[config.mk]
export PLATFORM = sky130hd
export DESIGN_NAME = fsk_demodulator
export DESIGN_NICKNAME = d
export VERILOG_FILES = /design/src/rtl/fsk_pkg.sv /design/src/rtl/fsk_discriminator.sv /design/src/rtl/fsk_demodulator.sv
export SDC_FILE = /design/constraint.sdc
export NUM_CORES = 1
export LEC_CHECK = 0
export BUFFER_PORTS_ARGS = -buffer_cell sky130_fd_sc_hd__buf_4
export CORE_MARGIN = 10
export CORE_UTILIZATION = 35
export CTS_CLUSTER_SIZE = 12
export DETAILED_ROUTE_END_ITERATION = 12
export PLACE_DENSITY = 0.46
export RECOVER_POWER = 100
export SETUP_SLACK_MARGIN = 0.2
export SYNTH_ARGS = -nofsm -noshare
export SYNTH_HDL_FRONTEND = slang
export SYNTH_SLANG_ARGS = --single-unit
[constraint.sdc]
create_clock -name clk -period 12.22 [get_ports clk]
set_clock_uncertainty 0.15 [all_clocks]
set_input_delay 2.444 -clock clk [delete_from_list [all_inputs] [get_ports clk]]
set_output_delay 2.444 -clock clk [all_outputs]
set_load 0.02 [all_outputs]
[src/rtl/fsk_pkg.sv]
// Shared FSK baseband definitions: default sample format, symbol rate,
// demodulator state encoding and accumulator sizing.
package fsk_pkg;

  localparam int FSK_DATA_W = 13;
  localparam int FSK_SPS    = 4;

  typedef enum logic [1:0] {
    IDLE  = 2'd0,
    PRIME = 2'd1,
    RUN   = 2'd2
  } demod_state_e;

  // One symbol's worth of full-precision discriminator outputs cannot overflow this.
  function automatic int fsk_acc_w(input int data_w, input int sps);
    return 2 * data_w + 1 + $clog2(sps);
  endfunction

endpackage

[src/rtl/fsk_discriminator.sv]
// Quadrature frequency discriminator: disc = I[n-1]*Q[n] - Q[n-1]*I[n],
// registered at full precision together with the sample's symbol-align flag.
module fsk_discriminator
  import fsk_pkg::*;
#(
  parameter  int DATA_W = FSK_DATA_W,
  localparam int DISC_W = 2 * DATA_W + 1
) (
  input  logic                     clk_i,
  input  logic                     rst_ni,
  input  logic                     valid_i,
  input  logic                     compute_i,
  input  logic signed [DATA_W-1:0] i_i,
  input  logic signed [DATA_W-1:0] q_i,
  input  logic                     align_i,
  output logic signed [DISC_W-1:0] disc_o,
  output logic                     disc_valid_o,
  output logic                     align_o
);

  logic signed [DATA_W-1:0] prev_i_q, prev_q_q;
  logic signed [DISC_W-1:0] disc_q, disc_d;
  logic                     disc_valid_q, align_q;
  logic signed [DISC_W-1:0] pi_x, pq_x, ci_x, cq_x;

  assign pi_x = {{(DISC_W-DATA_W){prev_i_q[DATA_W-1]}}, prev_i_q};
  assign pq_x = {{(DISC_W-DATA_W){prev_q_q[DATA_W-1]}}, prev_q_q};
  assign ci_x = {{(DISC_W-DATA_W){i_i[DATA_W-1]}}, i_i};
  assign cq_x = {{(DISC_W-DATA_W){q_i[DATA_W-1]}}, q_i};

  assign disc_d = (pi_x * cq_x) - (pq_x * ci_x);

  always_ff @(posedge clk_i) begin
    if (!rst_ni) begin
      prev_i_q     <= '0;
      prev_q_q     <= '0;
      disc_q       <= '0;
      disc_valid_q <= 1'b0;
      align_q      <= 1'b0;
    end else begin
      disc_valid_q <= 1'b0;
      if (valid_i) begin
        prev_i_q <= i_i;
        prev_q_q <= q_i;
        if (compute_i) begin
          disc_q       <= disc_d;
          disc_valid_q <= 1'b1;
          align_q      <= align_i;
        end
      end
    end
  end

  assign disc_o       = disc_q;
  assign disc_valid_o = disc_valid_q;
  assign align_o      = align_q;

endmodule

[src/rtl/fsk_demodulator.sv]
// FSK demodulator: discriminator, per-symbol integrate-and-dump and hard slicer.
// Build option FSK_DEMOD_DISC_OUT_EN exposes the registered discriminator as discOut/discValid.
module fsk_demodulator
  import fsk_pkg::*;
#(
  parameter int          DATA_W  = FSK_DATA_W,
  parameter int          SPS     = FSK_SPS,
  parameter int          ACC_W   = fsk_acc_w(DATA_W, SPS),
  parameter int unsigned MIN_MAG = 0
) (
  input  logic                     clk,
  input  logic                     rst,
  input  logic                     sampleValid,
  input  logic signed [DATA_W-1:0] FSK_I,
  input  logic signed [DATA_W-1:0] FSK_Q,
  input  logic                     symAlign,
  output logic                     symVal,
  output logic                     symValid,
  output logic                     symErr,
  output logic                     locked
`ifdef FSK_DEMOD_DISC_OUT_EN
  ,
  output logic signed [2*DATA_W:0] discOut,
  output logic                     discValid
`endif
);

  localparam int DISC_W = 2 * DATA_W + 1;
  localparam int CNT_W  = $clog2(SPS);
  localparam logic [CNT_W-1:0] CNT_LAST     = CNT_W'(SPS - 1);
  localparam logic [ACC_W-1:0] ACC_MOST_NEG = {1'b1, {(ACC_W-1){1'b0}}};
  localparam logic [ACC_W-1:0] ACC_MAX_POS  = {1'b0, {(ACC_W-1){1'b1}}};

  demod_state_e state_q, state_d;
  logic         compute_en;

  logic signed [DISC_W-1:0] disc;
  logic                     disc_valid, disc_align;
  logic [ACC_W-1:0]         disc_ext;

  logic [ACC_W-1:0] acc_q, acc_d;
  logic [CNT_W-1:0] cnt_q, cnt_d;
  logic             last_q, last_d, first_disc;
  logic [ACC_W-1:0] acc_mag;
  logic             below_min;
  logic             sym_val_q, sym_valid_q, sym_err_q, locked_q;

  always_ff @(posedge clk) begin
    if (!rst) state_q <= IDLE;
    else      state_q <= state_d;
  end

  always_comb begin
    state_d = state_q;
    if (sampleValid) begin
      case (state_q)
        IDLE:    state_d = PRIME;
        PRIME:   state_d = RUN;
        default: state_d = RUN;
      endcase
    end
  end

  // The very first sample only seeds the previous-sample register.
  always_comb begin
    compute_en = (state_q != IDLE);
  end

  fsk_discriminator #(.DATA_W(DATA_W)) u_disc (
    .clk_i        (clk),
    .rst_ni       (rst),
    .valid_i      (sampleValid),
    .compute_i    (compute_en),
    .i_i          (FSK_I),
    .q_i          (FSK_Q),
    .align_i      (symAlign),
    .disc_o       (disc),
    .disc_valid_o (disc_valid),
    .align_o      (disc_align)
  );

  assign disc_ext = {{(ACC_W-DISC_W){disc[DISC_W-1]}}, disc};

  always_comb begin
    acc_d      = acc_q;
    cnt_d      = cnt_q;
    last_d     = 1'b0;
    first_disc = disc_align || (cnt_q == '0);
    if (disc_valid) begin
      acc_d  = first_disc ? disc_ext : (acc_q + disc_ext);
      if (first_disc)             cnt_d = CNT_W'(1);
      else if (cnt_q == CNT_LAST) cnt_d = '0;
      else                        cnt_d = cnt_q + 1'b1;
      last_d = !disc_align && (cnt_q == CNT_LAST);
    end
  end

  always_ff @(posedge clk) begin
    if (!rst) begin
      acc_q  <= '0;
      cnt_q  <= '0;
      last_q <= 1'b0;
    end else begin
      acc_q  <= acc_d;
      cnt_q  <= cnt_d;
      last_q <= last_d;
    end
  end

  always_comb begin
    if (acc_q == ACC_MOST_NEG)  acc_mag = ACC_MAX_POS;
    else if (acc_q[ACC_W-1])    acc_mag = -acc_q;
    else                        acc_mag = acc_q;
  end

  // mag < MIN_MAG written as mag+1 <= MIN_MAG so MIN_MAG=0 folds cleanly to never.
  assign below_min = (({1'b0, acc_mag} + 1'b1) <= (ACC_W+1)'(MIN_MAG));

  always_ff @(posedge clk) begin
    if (!rst) begin
      sym_val_q   <= 1'b0;
      sym_valid_q <= 1'b0;
      sym_err_q   <= 1'b0;
      locked_q    <= 1'b0;
    end else begin
      sym_valid_q <= last_q;
      if (last_q) begin
        sym_val_q <= !acc_q[ACC_W-1] && (acc_q != '0);
        sym_err_q <= below_min;
        locked_q  <= 1'b1;
      end
    end
  end

  assign symVal   = sym_val_q;
  assign symValid = sym_valid_q;
  assign symErr   = sym_err_q;
  assign locked   = locked_q;

`ifdef FSK_DEMOD_DISC_OUT_EN
  assign discOut   = disc;
  assign discValid = disc_valid;
`endif

endmodule

==> impl_metrics.env <==
export IMPL_overflow=0
export IMPL_multi_input_area_sq_um=15100
export IMPL_peakVddDrop_mv=0.319
export IMPL_startpoint_type="input pin"
export IMPL_drc=0
export IMPL_ctsHtreeMaxLevel=3
export IMPL_fin_ws_ns=2.33
export IMPL_drt_iter0_markers=709
export IMPL_avgRoutedWirePerCell_microns=18.1
export IMPL_cpLargestDelayFamily="adder cells"
export IMPL_die_width_microns=250
export IMPL_cp_slowest_cell="fa_1"
export IMPL_path_clk_slew_ns=0.08
export IMPL_routed_wl_microns=49900
export IMPL_clkLatencyLatePin_ns=0.38
export IMPL_synth_edf_count=0
export IMPL_violations="max-capacitance violations, max-slew violations"
export IMPL_grt_pass1_vias=14700
export IMPL_worst_path_buf_inv=5
export IMPL_crit_type="in -> reg"
export IMPL_final_nets=2613
export IMPL_final_period_utilization=0.810
export IMPL_ios=34
export IMPL_drv_slew=73
export IMPL_min_period_ns=9.89
export IMPL_dieArea_sq_um=62500
export IMPL_ant_nets=0
export IMPL_cts_tree="yes"
export IMPL_antenna_found_initial=0
export IMPL_synth_avg_cell_area_sq_um=8.88
export IMPL_dp_cells=2743
export IMPL_fmax_ghz=0.101
export IMPL_yosysTopAreaCell="fa_1"
export IMPL_clockBufferDepth=2
export IMPL_drt_first_pass_iters=5
export IMPL_fin_cells=2759
export IMPL_synth_seq_cells=93
export IMPL_postCtsSetupRepairBufs=0
export IMPL_vias=13900
export IMPL_report_final_hold_viol_count=0
export IMPL_setup_viol=0
export IMPL_ys_warn_count=0
export IMPL_cp_required_ns=12.27
export IMPL_port_buffer_count=33
export IMPL_fill_cells=5418
export IMPL_routed_via_density=5.03
export IMPL_p_per_area_nw_per_um2=249
export IMPL_dp_slack_ns=2.33
export IMPL_die_h_microns=250
export IMPL_crit_top_cell="fa_1"
export IMPL_syn_inst=2085
export IMPL_ctsResizeCount=0
export IMPL_syn_num_nets=2632
export IMPL_cts_buffers=9
export IMPL_min_path_type="reg -> reg"
export IMPL_grt_max_degree=52
export IMPL_slew_limit_headroom=-1.16
export IMPL_cap_violations=2
export IMPL_tns_ns=0
export IMPL_design_core_area_sq_um=52400
export IMPL_cpPeakStageDelay_ns=0.54
export IMPL_worst_pin_slew_ns=3.24
export IMPL_cts_hold_buffers=0
export IMPL_final_util=0.375
export IMPL_grt_pass1_wl_microns=81800
export IMPL_synth_seq_area_share=0.101
export IMPL_synthFlopType="dfxtp_1"
export IMPL_regArea_sq_um=1860
export IMPL_cts_sinks=93
export IMPL_rsz0062_at_grt="no"
export IMPL_diodes=0
export IMPL_synth_area_top_cells="fa_1 35%, ha_1 13%, dfxtp_1 10%, inv_1 6.7%, and2_1 5.3%"
export IMPL_status="finished, violations left"
export IMPL_netlist_area_leader_share=0.353
export IMPL_p_leak_nw=9.60
export IMPL_synth_area_sq_um=18500
export IMPL_ys_types=75
export IMPL_end_kind="flop"
export IMPL_crit_path_max_fanout=14
export IMPL_start_util=0.353
export IMPL_root_buffer="clkbuf_16"
export IMPL_drive_above_1_share=0.0367
export IMPL_core_rowCount=84
export IMPL_place_gp_congestion=0.817
export IMPL_crit_arrival_ns=9.95
export IMPL_grt_usage=0.163
export IMPL_area_delta_synth_final_pct=6.40
export IMPL_place_hpwl_microns=40400
export IMPL_async_flop_share=0
## synth_stat cells, types with 14 or more instances
| library cell | count |
|---|---|
| mux2i_1 | 28 |
| clkbuf_1 | 75 |
| a311oi_1 | 14 |
| xnor2_1 | 59 |
| and2_1 | 157 |
| nand3_1 | 17 |
| a21o_1 | 25 |
| nand2_1 | 245 |
| o21ai_0 | 69 |
| nor3_1 | 17 |
| fa_1 | 326 |
| ha_1 | 191 |
| o21a_1 | 22 |
| inv_1 | 332 |
| dfxtp_1 | 93 |
| xor2_1 | 35 |
| nor2_1 | 126 |
| a21oi_1 | 82 |
| nand2b_1 | 20 |
## cells by family (layout without fill, tap and decap cells)
kind of cell | Yosys count | after routing | share of synthesized area
mux | 28 | 28 | 0.0151
buf+inv | 413 | 399 | 0.0838
simple gates | 631 | 631 | 0.163
compound gates | 309 | 309 | 0.111
flops | 93 | 93 | 0.101
xor+xnor | 94 | 94 | 0.0445
fa+ha+maj | 517 | 517 | 0.482
## power breakdown
group / internal, mW / switching, mW
Sequential: 0.339 / 0.0467
Clock: 0.144 / 0.155
Combinational: 1.77 / 2.45
Total: 2.25 / 2.65
## sequential cells by signal, indices dropped and copies added, names as in the netlist
register / flops
acc_q: 29
u_disc.disc_o: 27
u_disc.prev_i_q: 13
u_disc.prev_q_q: 13
cnt_q: 2
state_q: 2
last_q: 1
locked: 1
symErr: 1
symVal: 1
symValid: 1
u_disc.align_o: 1
u_disc.disc_valid_o: 1
## worst paths after layout
check	endpoint	slack, ns	depth (start not counted)	startpoint
hold reg to reg	symErr	0.28	2	symErr
hold / removal	symErr	0.28	2	symErr
setup reg to reg	u_disc.disc_o[25]	4.09	27	u_disc.prev_q_q[4]
setup / recovery	u_disc.disc_o[25]	2.33	29	FSK_I[3]
## worst reg2reg max path: cells and delay by family (launching register included)
| kind | cells | cell delay (ns) |
|---|---|---|
| adders and majority gates | 8 | 3.29 |
| AOI/OAI and AO/OA | 8 | 1.72 |
| and+or+nand+nor | 7 | 1.69 |
| DFF | 1 | 0.57 |
| xor gates and xnor gates | 2 | 0.40 |
| buffers and inverters | 2 | 0.13 |
## through the flow
stage / hold slack [ns] / total power [mW] / cell area [sq um]
after global routing: 0.294 / 5.47 / 19700
after detailed placement: 0.270 / 4.65 / 19400
after floorplan: 0.268 / 3.65 / 18500
final: 0.279 / 4.91 / 19700
after global placement: 0.266 / 4.64 / 19400
after CTS: 0.283 / 4.99 / 19700
## routing by layer
metal / wire length (microns) / GRT usage / up-vias / part of all wire
li1: - / - / 6591 / -
met1: 22600 / 0.210 / 7066 / 0.45
met5: 0 / 0 / - / 0
met4: 804 / 0.0291 / 0 / 0.016
met3: 1070 / 0.0136 / 37 / 0.022
met2: 25300 / 0.293 / 176 / 0.51
## layout by cell type, fill, tap and decap left out, types with 6 or more instances in the layout
cell type    n
ha_1       191
nand2_1    245
buf_4       41
dfxtp_1     93
a21oi_1     82
o211ai_1     7
o21ai_1      8
or3_1        6
nor2_1     125
nor2b_1     12
nand2b_1    20
inv_1      332
o21bai_1     9
a21o_1      25
xnor2_1     59
xor2_1      35
a311oi_1    14
clkbuf_16    9
o21ai_0     73
nor3_1      17
fa_1       326
and2_1     151
nand3_1     17
o21a_1      22
clkbuf_1     8
mux2i_1     28
and2_0       6
## layout make-up
class | count | area share
Clock buffer | 9 | 0.0114
Clock inverter | 7 | 0.00356
Inverter | 334 | 0.0637
Multi-Input combinational cell | 1579 | 0.766
Sequential cell | 93 | 0.0946
Tap cell | 688 | 0.0437
Timing Repair Buffer | 49 | 0.0172
Note: power is estimated with default switching activity, not from simulation.
